`config.mk`:
```
export PLATFORM = sky130hd
export DESIGN_NAME = column_move_collector
export DESIGN_NICKNAME = d
export VERILOG_FILES = /design/src/rtl/column_move_collector.sv
export SDC_FILE = /design/constraint.sdc
export NUM_CORES = 2
export LEC_CHECK = 0
export CAP_MARGIN = 5
export CORE_MARGIN = 2
export CORE_UTILIZATION = 50
export DETAILED_ROUTE_END_ITERATION = 10
export GPL_ROUTABILITY_DRIVEN = 0
export GPL_TIMING_DRIVEN = 0
export PLACE_DENSITY = 0.68
export SYNTH_ARGS = -nofsm -noshare
export SYNTH_HDL_FRONTEND = slang
export SYNTH_SLANG_ARGS = --single-unit
```
`constraint.sdc`:
```
create_clock -name clk -period 5.8 [get_ports clk]
set_input_delay 1.16 -clock clk [delete_from_list [all_inputs] [get_ports clk]]
set_output_delay 1.16 -clock clk [all_outputs]
set_load 0.005 [all_outputs]
```
`src/rtl/column_move_collector.sv`:
```
`default_nettype none
// ============================================================================
// Module      : column_move_collector
// Description : Column-level move collector. Waits for each of NUM_SQ
//               per-square move generators to report done, then drains that
//               square's show-ahead move FIFO into one local show-ahead FIFO
//               that the board-level move arbiter reads.
// Ports       : clk, reset     - clock, synchronous active-high reset
//               start          - pulse: clear served flags, begin new position
//               sq_done[i]     - square i finished generating (level)
//               sq_empty[i]    - square i FIFO empty
//               sq_data        - square i FIFO head at [i*MOVE_W +: MOVE_W]
//               sq_rden        - pop strobe to square FIFOs (one-hot or zero)
//               out_rden       - pop local FIFO head
//               out_data       - local FIFO head (valid while !out_empty)
//               out_empty      - local FIFO empty
//               out_count      - local FIFO occupancy
//               done           - every square drained for this position
// Options     : COLUMN_COLLECT_RR_EN - round-robin square selection instead
//               of fixed lowest-index priority.
// Revision    : 1.0 - initial release
// ============================================================================
module column_move_collector #(
    parameter int NUM_SQ = 8,
    parameter int MOVE_W = 48,
    parameter int DEPTH  = 64
) (
    input  logic                        clk,
    input  logic                        reset,
    input  logic                        start,
    input  logic [NUM_SQ-1:0]           sq_done,
    input  logic [NUM_SQ-1:0]           sq_empty,
    input  logic [NUM_SQ*MOVE_W-1:0]    sq_data,
    output logic [NUM_SQ-1:0]           sq_rden,
    input  logic                        out_rden,
    output logic [MOVE_W-1:0]           out_data,
    output logic                        out_empty,
    output logic [$clog2(DEPTH+1)-1:0]  out_count,
    output logic                        done
);

    localparam int PTR_W = (NUM_SQ > 1) ? $clog2(NUM_SQ) : 1;
    localparam int AW    = $clog2(DEPTH);
    localparam int CW    = $clog2(DEPTH + 1);
    localparam logic [CW-1:0] FULL_COUNT = CW'(DEPTH);

    typedef enum logic [1:0] {
        ST_WAIT  = 2'd0,
        ST_DRAIN = 2'd1,
        ST_DONE  = 2'd2
    } state_t;

    // ------------------------------------------------------------------
    // Declarations
    // ------------------------------------------------------------------
    state_t              state_q, state_d;
    logic [NUM_SQ-1:0]   served_q, served_d;
    logic [PTR_W-1:0]    ptr_q, ptr_d;

    logic [AW-1:0]       wr_ptr_q, wr_ptr_d;
    logic [AW-1:0]       rd_ptr_q, rd_ptr_d;
    logic [CW-1:0]       count_q, count_d;
    logic [MOVE_W-1:0]   mem_q [DEPTH];

    logic [MOVE_W-1:0]   sq_word [NUM_SQ];
    logic [NUM_SQ-1:0]   eligible;
    logic                pick_valid;
    logic [PTR_W-1:0]    pick_idx;
    logic                full;
    logic                push;
    logic                pop;

`ifdef COLUMN_COLLECT_RR_EN
    localparam logic [PTR_W-1:0] LAST_INIT = PTR_W'(NUM_SQ - 1);
    logic [PTR_W-1:0]    last_q, last_d;
    logic [PTR_W-1:0]    cand;
`endif

    // Unpack the flat source bus into one word per square.
    generate
        for (genvar gi = 0; gi < NUM_SQ; gi++) begin : g_slice
            assign sq_word[gi] = sq_data[gi*MOVE_W +: MOVE_W];
        end
    endgenerate

    assign eligible = sq_done & ~served_q;

    // ------------------------------------------------------------------
    // Source selection
    // ------------------------------------------------------------------
    always_comb begin
        pick_valid = 1'b0;
        pick_idx   = '0;
`ifdef COLUMN_COLLECT_RR_EN
        cand       = '0;
        // Scan starting just after the last square picked, wrapping.
        for (int k = 0; k < NUM_SQ; k++) begin
            cand = PTR_W'((int'(last_q) + 1 + k) % NUM_SQ);
            if (!pick_valid && eligible[cand]) begin
                pick_valid = 1'b1;
                pick_idx   = cand;
            end
        end
`else
        for (int k = 0; k < NUM_SQ; k++) begin
            if (!pick_valid && eligible[PTR_W'(k)]) begin
                pick_valid = 1'b1;
                pick_idx   = PTR_W'(k);
            end
        end
`endif
    end

    // ------------------------------------------------------------------
    // Control FSM: next state and square read strobe
    // ------------------------------------------------------------------
    always_comb begin
        state_d  = state_q;
        served_d = served_q;
        ptr_d    = ptr_q;
        sq_rden  = '0;
`ifdef COLUMN_COLLECT_RR_EN
        last_d   = last_q;
`endif

        case (state_q)
            ST_WAIT: begin
                if (&served_q) begin
                    state_d = ST_DONE;
                end else if (pick_valid) begin
                    ptr_d   = pick_idx;
                    state_d = ST_DRAIN;
`ifdef COLUMN_COLLECT_RR_EN
                    last_d  = pick_idx;
`endif
                end
            end
            ST_DRAIN: begin
                // Empty ends the drain regardless of sq_done; a full local
                // FIFO simply withholds the pop and the state holds.
                if (sq_empty[ptr_q]) begin
                    served_d[ptr_q] = 1'b1;
                    state_d         = ST_WAIT;
                end else if (!full) begin
                    sq_rden[ptr_q]  = 1'b1;
                end
            end
            ST_DONE: begin
                state_d = ST_DONE;
            end
            default: begin
                state_d = ST_WAIT;
            end
        endcase

        // Re-arm for a new position; local FIFO contents are untouched.
        if (start) begin
            served_d = '0;
            state_d  = ST_WAIT;
`ifdef COLUMN_COLLECT_RR_EN
            last_d   = LAST_INIT;
`endif
        end
    end

    // ------------------------------------------------------------------
    // Local FIFO bookkeeping
    // ------------------------------------------------------------------
    assign full      = (count_q == FULL_COUNT);
    assign out_empty = (count_q == '0);
    // sq_rden is already gated on full, so a same-cycle pop never lets a
    // push into a full FIFO.
    assign push      = |sq_rden;
    assign pop       = out_rden & ~out_empty;

    always_comb begin
        wr_ptr_d = wr_ptr_q;
        rd_ptr_d = rd_ptr_q;
        count_d  = count_q;
        if (push) begin
            wr_ptr_d = wr_ptr_q + AW'(1);
        end
        if (pop) begin
            rd_ptr_d = rd_ptr_q + AW'(1);
        end
        case ({push, pop})
            2'b10:   count_d = count_q + CW'(1);
            2'b01:   count_d = count_q - CW'(1);
            default: count_d = count_q;
        endcase
    end

    assign out_data  = mem_q[rd_ptr_q];
    assign out_count = count_q;
    assign done      = (state_q == ST_DONE);

    // ------------------------------------------------------------------
    // Registers
    // ------------------------------------------------------------------
    always_ff @(posedge clk) begin
        if (reset) begin
            state_q  <= ST_WAIT;
            served_q <= '0;
            ptr_q    <= '0;
            wr_ptr_q <= '0;
            rd_ptr_q <= '0;
            count_q  <= '0;
`ifdef COLUMN_COLLECT_RR_EN
            last_q   <= LAST_INIT;
`endif
        end else begin
            state_q  <= state_d;
            served_q <= served_d;
            ptr_q    <= ptr_d;
            wr_ptr_q <= wr_ptr_d;
            rd_ptr_q <= rd_ptr_d;
            count_q  <= count_d;
`ifdef COLUMN_COLLECT_RR_EN
            last_q   <= last_d;
`endif
        end
    end

    // Storage array carries no reset; entries are only read once written.
    always_ff @(posedge clk) begin
        if (push) begin
            mem_q[wr_ptr_q] <= sq_word[ptr_q];
        end
    end

endmodule
`default_nettype wire

```
==> results.txt <==
Hold Path Class - flop to flop
ranking of synthesized cells by area - edfxtp_1, mux4_2, o22ai_1
grt ovf - 0
Fin. Hold Viols - 0
chip width - 492 µm
Clock transition at path regs - 60 ps
total wire length - 339 mm
Final Non-Filler Cells - 9113
drc violations - 0
Placed Cells - 8541
PD cells - 365 nW/µm²
CTS root buffer - clkbuf_16
pin count of the biggest net entering global routing - 65
YS warnings - 0
asr flop ratio synth - 0
CTS HTree Levels - 5
Final ANT Viol Nets - 0
Slew headroom - 0.133
Crit path arrival time - 4600 ps
Clock Path Buffers - 4
Final Setup Violations - 0
worst slew pin tran - 1300 ps
cell taking the most area after synthesis - edfxtp_1
TritonCTS clock tree - done
final worst-path cycle share - 0.994
Starting Density - 0.502
1st-iter DRT viols - 9557
share of layout cells above drive strength 1 - 0.320
vias in the first global route - 60063
Ports - 469
count of cell types in the netlist - 46
Final Max Tran Viols - 0
Die Ht - 492 µm
Setup TNS Final - 0 ps
#FFs+latches synth - 3105
clk_lat worst skew - 960 ps
vias per inst - 6.61
TritonCTS sink count - 3105
Yosys top cell area share - 0.774
Max Fclk - 173 MHz
Worst Setup End Kind - output port
drt wl/cell - 37.2 µm
Worst Hold Path Cells - 2
total track usage - 0.281
CP required - 4640 ps
Peak VDD IR - 0.000340 V
first-pass GRT wire length - 469 mm
antenna violations before repair - 10
max cap viols - 0
Worst Setup Start Kind - flop
Pre-antenna DRT Iters - 6
number of buffers added on ports - 264
placed cell area - 129000 µm²
Core Box Area - 237000 µm²
Avg Cell Area, Syn - 24.0 µm²
Final nets - 6128
total leakage power - 42.2 nW
Die ar. - 242000 µm²
Hold WS - 472 ps
hold_buf cts - 0
Max FO, Critical Path - 12
Clock Skew - 58.2 ps
Gate Count Post-Synth - 4965
post-route cell area - 140000 µm²
Post-synth EDFFs - 3072
FF-to-FF path depth - 9
Seq/Total Area, Yosys - 0.780
synthesized cell area - 119000 µm²
Rows - 179
vias - 60235
post-layout min period - 5760 ps
ys flop type - edfxtp_1
worst setup path category - flop to output port
run status - finished, final reports clean
synthesis-to-finish area growth - 17.7%
HPWL Detailed - 224 mm
Power Total - 51.2 mW
CTS buffer count - 319
## cells in the final DEF, fill, tap and decap left out, types with 23 or more instances in the layout
cell type / n
o21ai_0: 30
clkbuf_1: 135
clkdlybuf4s50_1: 264
buf_2: 37
clkinv_2: 54
a211oi_1: 28
buf_4: 66
nor2_1: 41
mux4_2: 939
a21oi_1: 44
nor2_4: 71
clkinv_1: 65
edfxtp_1: 3072
clkbuf_16: 325
mux2i_1: 42
dfxtp_1: 33
nor2b_1: 35
bufinv_16: 23
nand2_1: 32
buf_12: 139
clkbuf_2: 57
mux2_2: 28
o22ai_1: 94
## repair_timing
item | CTS | global route
pin swaps | 10 | 1
endpoints found under the setup margin | 48 | 31
gates resized for setup | 305 | 37
buffers inserted | 17 | 1
endpoints found under the hold margin | 0 | 0
## critical path: stages, from the launching register on
cell	delay, ps
dfxtp_1	310
buf_2	210
buf_4	390
buf_2	530
clkdlybuf4s15_2	600
mux4_2	590
o22ai_2	370
nor2_4	130
clkdlybuf4s50_1	490
## stage by stage
step	utilization	setup WS, ps
after floorplan	-	697
after global routing	0.591	-6.98
final	0.591	35.9
after detailed placement	0.544	-1140
after CTS	0.590	1.33
after global placement	0.530	-4280
## Yosys cell counts, drive strengths merged, types with 4 or more instances
cell and instances:
edfxtp 3072, inv 4, o22ai 108, nand2b 9, nor3 40, xnor2 5, nor2b 35, dfxtp 33
or2 5, mux4 940, buf 133, a21oi 55, mux2 28, nor2 134, clkbuf 151, xor2 10
o21ai 30, mux2i 43, nand3b 4, a211oi 30, a31oi 4, nand2 33, nand3 4, ha 5
o221ai 13, o211ai 8, or3 6
## registers in the layout, indices dropped and copies added, names as in the netlist, named ones only
signal	flops
state_q	2
rd_ptr_q	6
wr_ptr_q	6
out_count	7
served_q	4
ptr_q	2
mem_q	3072
## layout make-up
cell class | count | area [µm²]
diodes | 5 | 12.5
plain buffers | 282 | 1700
inverters | 4 | 15.0
clock buffers | 387 | 8380
repair buffers | 432 | 5910
fillers | 16549 | 97200
multi-input cells | 1575 | 26000
flip-flops and latches | 3105 | 92900
clock inverters | 156 | 1340
well taps | 3167 | 3960
## routing by layer
layer / GRT usage / routed length, µm / share of wire
met2: 0.430 / 158000 / 0.47
met4: 0.115 / 15700 / 0.046
met5: 0 / 39 / 0.00011
met3: 0.0609 / 38500 / 0.11
met1: 0.397 / 127000 / 0.37
## path summary, 6_finish.rpt
check	end	slack, ps	startpoint
hold reg to reg	served_q[3]	470	served_q[3]
setup / recovery	out_data[38]	40	flop
hold / removal	served_q[3]	470	served_q[3]
setup reg to reg	mem_q[50][0]	480	ptr_q[1]
## power by group
group          switching [mW]  internal, mW  total [mW]
registers              0.0381          25.2        25.2
clock network            8.33          11.2        19.6
logic                    3.61          2.77        6.38
## cells by family after synthesis
group,Yosys count,share of synthesized area
AOI/OAI and AO/OA,257,0.0135
xor gates and xnor gates,15,0.00110
adders and majority gates,5,0.000525
buffers and inverters,288,0.0101
DFF,3105,0.780
muxes,1011,0.184
other,1,0.0000315
and+or+nand+nor,283,0.0111
Note: power is estimated with default switching activity, not from simulation.
